--- src/rtl/lif_layer_scheduler.sv ---
// Time-multiplexed leaky integrate-and-fire layer: walks every neuron through
// one shared fp16 datapath per timestep, storing membrane potentials locally.
module lif_layer_scheduler #(
    parameter int NUM_NEURONS = 16,
    parameter int IDX_W       = 4
) (
    input  logic             clk,
    input  logic             reset,
    input  logic             start,
    input  logic             clear,
    input  logic [15:0]      threshold,
    output logic             cur_req,
    output logic [IDX_W-1:0] cur_idx,
    input  logic             cur_valid,
    input  logic [15:0]      cur_data,
    output logic [15:0]      dp_potential,
    output logic [15:0]      dp_current,
    output logic [15:0]      dp_threshold,
    input  logic [15:0]      dp_sum,
    input  logic             dp_fire,
    output logic             spike_valid,
    output logic [IDX_W-1:0] spike_idx,
    output logic             busy,
    output logic             done,
    output logic [IDX_W:0]   spike_count
);

    typedef enum logic [1:0] {
        IDLE,
        FETCH,
        COMPUTE,
        DONE
    } state_t;

    localparam logic [IDX_W-1:0] LAST_IDX = IDX_W'(NUM_NEURONS - 1);

    state_t           state;
    state_t           next_state;
    logic [IDX_W-1:0] idx;
    logic [15:0]      cur_latched;
    logic [IDX_W:0]   run_count;
    logic [15:0]      mem [NUM_NEURONS];

    assign dp_threshold = threshold;
    assign cur_idx      = idx;

    always_comb begin
        next_state   = state;
        cur_req      = 1'b0;
        dp_potential = 16'h0000;
        dp_current   = 16'h0000;
        busy         = (state != IDLE);
        done         = (state == DONE);
        case (state)
            IDLE: begin
                if (start) begin
                    next_state = FETCH;
                end
            end
            FETCH: begin
                cur_req = 1'b1;
                if (cur_valid) begin
                    next_state = COMPUTE;
                end
            end
            COMPUTE: begin
                dp_potential = mem[idx];
                dp_current   = cur_latched;
                next_state   = (idx == LAST_IDX) ? DONE : FETCH;
            end
            DONE: begin
                next_state = IDLE;
            end
            default: begin
                next_state = IDLE;
            end
        endcase
    end

    // A firing neuron is reset to zero instead of keeping its summed potential.
    always_ff @(posedge clk) begin
        if (reset) begin
            state       <= IDLE;
            idx         <= '0;
            cur_latched <= 16'h0000;
            run_count   <= '0;
            spike_valid <= 1'b0;
            spike_idx   <= '0;
            spike_count <= '0;
            for (int i = 0; i < NUM_NEURONS; i++) begin
                mem[i] <= 16'h0000;
            end
        end else begin
            state       <= next_state;
            spike_valid <= 1'b0;
            case (state)
                IDLE: begin
                    if (start) begin
                        idx       <= '0;
                        run_count <= '0;
                    end else if (clear) begin
                        for (int i = 0; i < NUM_NEURONS; i++) begin
                            mem[i] <= 16'h0000;
                        end
                    end
                end
                FETCH: begin
                    if (cur_valid) begin
                        cur_latched <= cur_data;
                    end
                end
                COMPUTE: begin
                    mem[idx] <= dp_fire ? 16'h0000 : dp_sum;
                    if (dp_fire) begin
                        spike_valid <= 1'b1;
                        spike_idx   <= idx;
                        run_count   <= run_count + (IDX_W + 1)'(1);
                    end
                    if (idx != LAST_IDX) begin
                        idx <= idx + IDX_W'(1);
                    end
                end
                DONE: begin
                    spike_count <= run_count;
                end
                default: begin
                end
            endcase
        end
    end

endmodule

--- config.mk ---
export PLATFORM = sky130hd
export DESIGN_NAME = lif_layer_scheduler
export DESIGN_NICKNAME = d
export VERILOG_FILES = /design/src/rtl/lif_layer_scheduler.sv
export SDC_FILE = /design/constraint.sdc
export NUM_CORES = 1
export LEC_CHECK = 0
export CAP_MARGIN = 5
export CORE_AREA = 2 2 146 148
export CTS_BUF_LIST = sky130_fd_sc_hd__clkbuf_8
export CTS_CLUSTER_DIAMETER = 100
export DETAILED_ROUTE_END_ITERATION = 10
export DIE_AREA = 0 0 148 150
export DONT_BUFFER_PORTS = 1
export GPL_TIMING_DRIVEN = 0
export PLACE_DENSITY_LB_ADDON = 0.2
export SLEW_MARGIN = 20
export SYNTH_ARGS = -nofsm -noshare
export SYNTH_HDL_FRONTEND = slang
export SYNTH_SLANG_ARGS = --single-unit
--- constraint.sdc ---
create_clock -name clk -period 3.75 [get_ports clk]
set_input_delay 0.375 -clock clk [delete_from_list [all_inputs] [get_ports clk]]
set_output_delay 0.375 -clock clk [all_outputs]
set_load 0.1 [all_outputs]
==> results_dict.tcl <==
set metrics [dict create \
    port_buffers 0 \
    clk_latency_ns 0.57 \
    yosysMostFrequentCell "nor2_1" \
    ys_top_cells_by_count "274 x nor2_1, 256 x edfxtp_1, 106 x nand2_1, 55 x mux2i_1, 49 x clkbuf_1" \
    dp_hpwl_um 22000 \
    die_x_um 148 \
    num_vias 8623 \
    core_region_area_um2 20700 \
    grt_max_degree 17 \
    drt-total-wl_um 32000 \
    grt_setup_unrepaired "false" \
    crit_fanout 10 \
    placed_cell_area_um2 13800 \
    synthDistinctLibCells 44 \
    grt_pass1_wl_um 47800 \
    fmax_mhz 276 \
    slowest_stage "o22ai_2" \
    cp-start-kind "register" \
    ir_drop_uv 245 \
    synthArstFlopShare_pct 0 \
    crit_cells 5 \
    overflow 0 \
    clockBufferDepth 3 \
    hold_slack_ns 0.0586 \
    cap_violations 0 \
    synth.top_cell.area_share_pct 58.3 \
    post-place-ws_ns 0.365 \
    required_ns 3.38 \
    postCtsSetupBuffers 0 \
    cpLargestDelayFamily "compound AO/OA/AOI/OAI gates" \
    crit_arrival_ns 3.24 \
    layout_min_cycle_time_ns 3.62 \
    via_per_inst 5.97 \
    cts_tree "built" \
    critPathCaptureType "output pin" \
    finalCritPeriodShare_pct 96.5 \
    ff2ff_path_depth 6 \
    critical_path.cell_chain "buf_2, clkbuf_1, mux4_2, o211ai_1, o22ai_2" \
    crit_end "dp_potential[11]" \
    post_cts_resized 0 \
    die_area_um2 22200 \
    synth_edf_count 256 \
    rr_endpoint "mem[4][10]" \
    start_util_pct 63.8 \
    synthXorXnorAreaFrac_pct 0.332 \
    grt_usage_pct 29.3 \
    synthAdderAreaFrac_pct 0.474 \
    seq_area_frac_synth_pct 64.5 \
    hold_path.class "primary input to register" \
    r2r-start "cur_idx[2]" \
    synth_compound_area_share_pct 3.59 \
    cts_hold_buf 17 \
    cpPeakStageDelay_ns 0.92 \
    cts_buffers 46 \
    synth_area_um2 13200 \
    htreeDepth 2 \
    min_from "start" \
    power_density_nw_per_um2 451 \
    slew_headroom_pct 24.0 \
    row_count 53 \
    r2r_setup_slack_ns 0.37 \
    cts_sinks 297 \
    final_antenna_net_count 0 \
    leakagePower_nw 5.12 \
    synthSimpleGateAreaFrac_pct 15.6 \
    antenna_found_initial 0 \
    wl_per_cell_um 22.1 \
    skew_ns 0.0170 \
    antenna_cells 0 \
    netlist_instances 1059 \
    drtPass1Iterations 5 \
    synth_top_area_cell "edfxtp_1" \
    fin_setup_tns_ns 0 \
    post-route-drc-count 0 \
    area_growth_pct 12.3 \
    post-place-cells 1343 \
    drive_gt1_share_pct 16.3 \
    io_pins 119 \
    finalSetupViolCount 0 \
    clkSlewWorstSetupHoldPaths_ns 0.06 \
    crit_type "register to output pin" \
    synth_warnings 0 \
    die_h_um 150 \
    grt_pass1_vias 8700 \
    timing.final.ws_setup_ns 0.132 \
    drv_slew 0 \
    gp_congestion 0.840 \
    fin_util_pct 71.6 \
    nets 1192 \
    cts-root-buf "clkbuf_8" \
    final_area_um2 14800 \
    yosys_most_used_dff "edfxtp_1" \
    synthMuxAreaShare_pct 11.3 \
    final_cells 1445 \
    drtIter0Drc 823 \
    finalPower_mw 6.68 \
    synth_top_family_by_area "simple AND/OR/NAND/NOR gates" \
    status "finished clean" \
    tightest_slew_ns 1.14 \
    finalHoldViolations 0 \
    avgSynthCellArea_um2 12.5 \
    ys_ff_latch 297 \
    synthTopCellsByArea "edfxtp_1 58%, nor2_1 7.8%, mux4_2 7.0%" \
    syn-num-nets 1118 \
    path_buf_inv 2 \
]
==> sequential cells by signal (all words and copies together) (netlist names), named ones only <==
register     flops
mem            256
cur_latched     16
run_count        5
spike_count      5
cur_idx          4
spike_idx        4
state            2
spike_valid      1
==> per-layer routing <==
layer  vias to the layer above  global-route usage [%]  wire, µm
met1                      4209                    36.3     11900
met3                        95                    5.88      2510
met2                       447                    50.3     16200
met5                         -                       0         0
li1                       3872                       -         -
met4                         0                    12.9      1320
==> worst reg2reg max path: stages (launching register included) <==
cell	delay (ns)
dfxtp_1	1.03
buf_4	0.34
inv_1	0.10
nor2_1	0.34
nand2_2	0.25
buf_2	0.28
nand2_1	0.65
==> cell type report <==
type                    count  area (µm²)
multi-input cells         649        4170
repair buffers             26         418
inverters                   6        22.5
fillers                  1441        5880
plain buffers             107         537
well taps                 275         344
clock inverters            37         149
clock buffers              48         661
flip-flops and latches    297        8510
==> logic make-up after synthesis <==
logic type | count (synthesis)
AND/OR/NAND/NOR | 469
flip-flops | 297
buffers and inverters | 113
multiplexers | 97
AO/OA/AOI/OAI | 73
XOR/XNOR | 5
adder cells (fa/ha/maj) | 5
==> cell usage in the layout (no fill, tap or decap), drive strengths merged, types with 2 or more instances in the layout <==
cell,instances
a21oi,26
a221oi,2
a22oi,8
a32oi,9
and2,20
buf,67
clkbuf,97
clkinv,18
dfxtp,41
dlygate4sd3,17
edfxtp,256
ha,5
inv,24
mux2i,55
mux4,41
nand2,118
nand2b,19
nand3,9
nand4,10
nor2,274
nor2b,5
nor3b,7
nor4b,2
o211ai,15
o21ai,7
o22ai,3
xnor2,4
==> worst min path at each step <==
stage / to / slack, ns / depth (start not counted)
after global placement: cur_latched[4] / 0.44 / 2
final: state[0] / 0.06 / 2
after global routing: state[0] / 0.06 / 2
after CTS: state[0] / 0.04 / 2
after floorplan: cur_latched[0] / 0.43 / 2
after detailed placement: cur_latched[11] / 0.44 / 2
==> where the power goes <==
part | internal [mW] | switching [mW]
clock | 1.19 | 1.24
combinational | 0.120 | 0.349
sequential | 3.75 | 0.0447
total | 5.05 | 1.63
(Power assumes the default switching activity.)
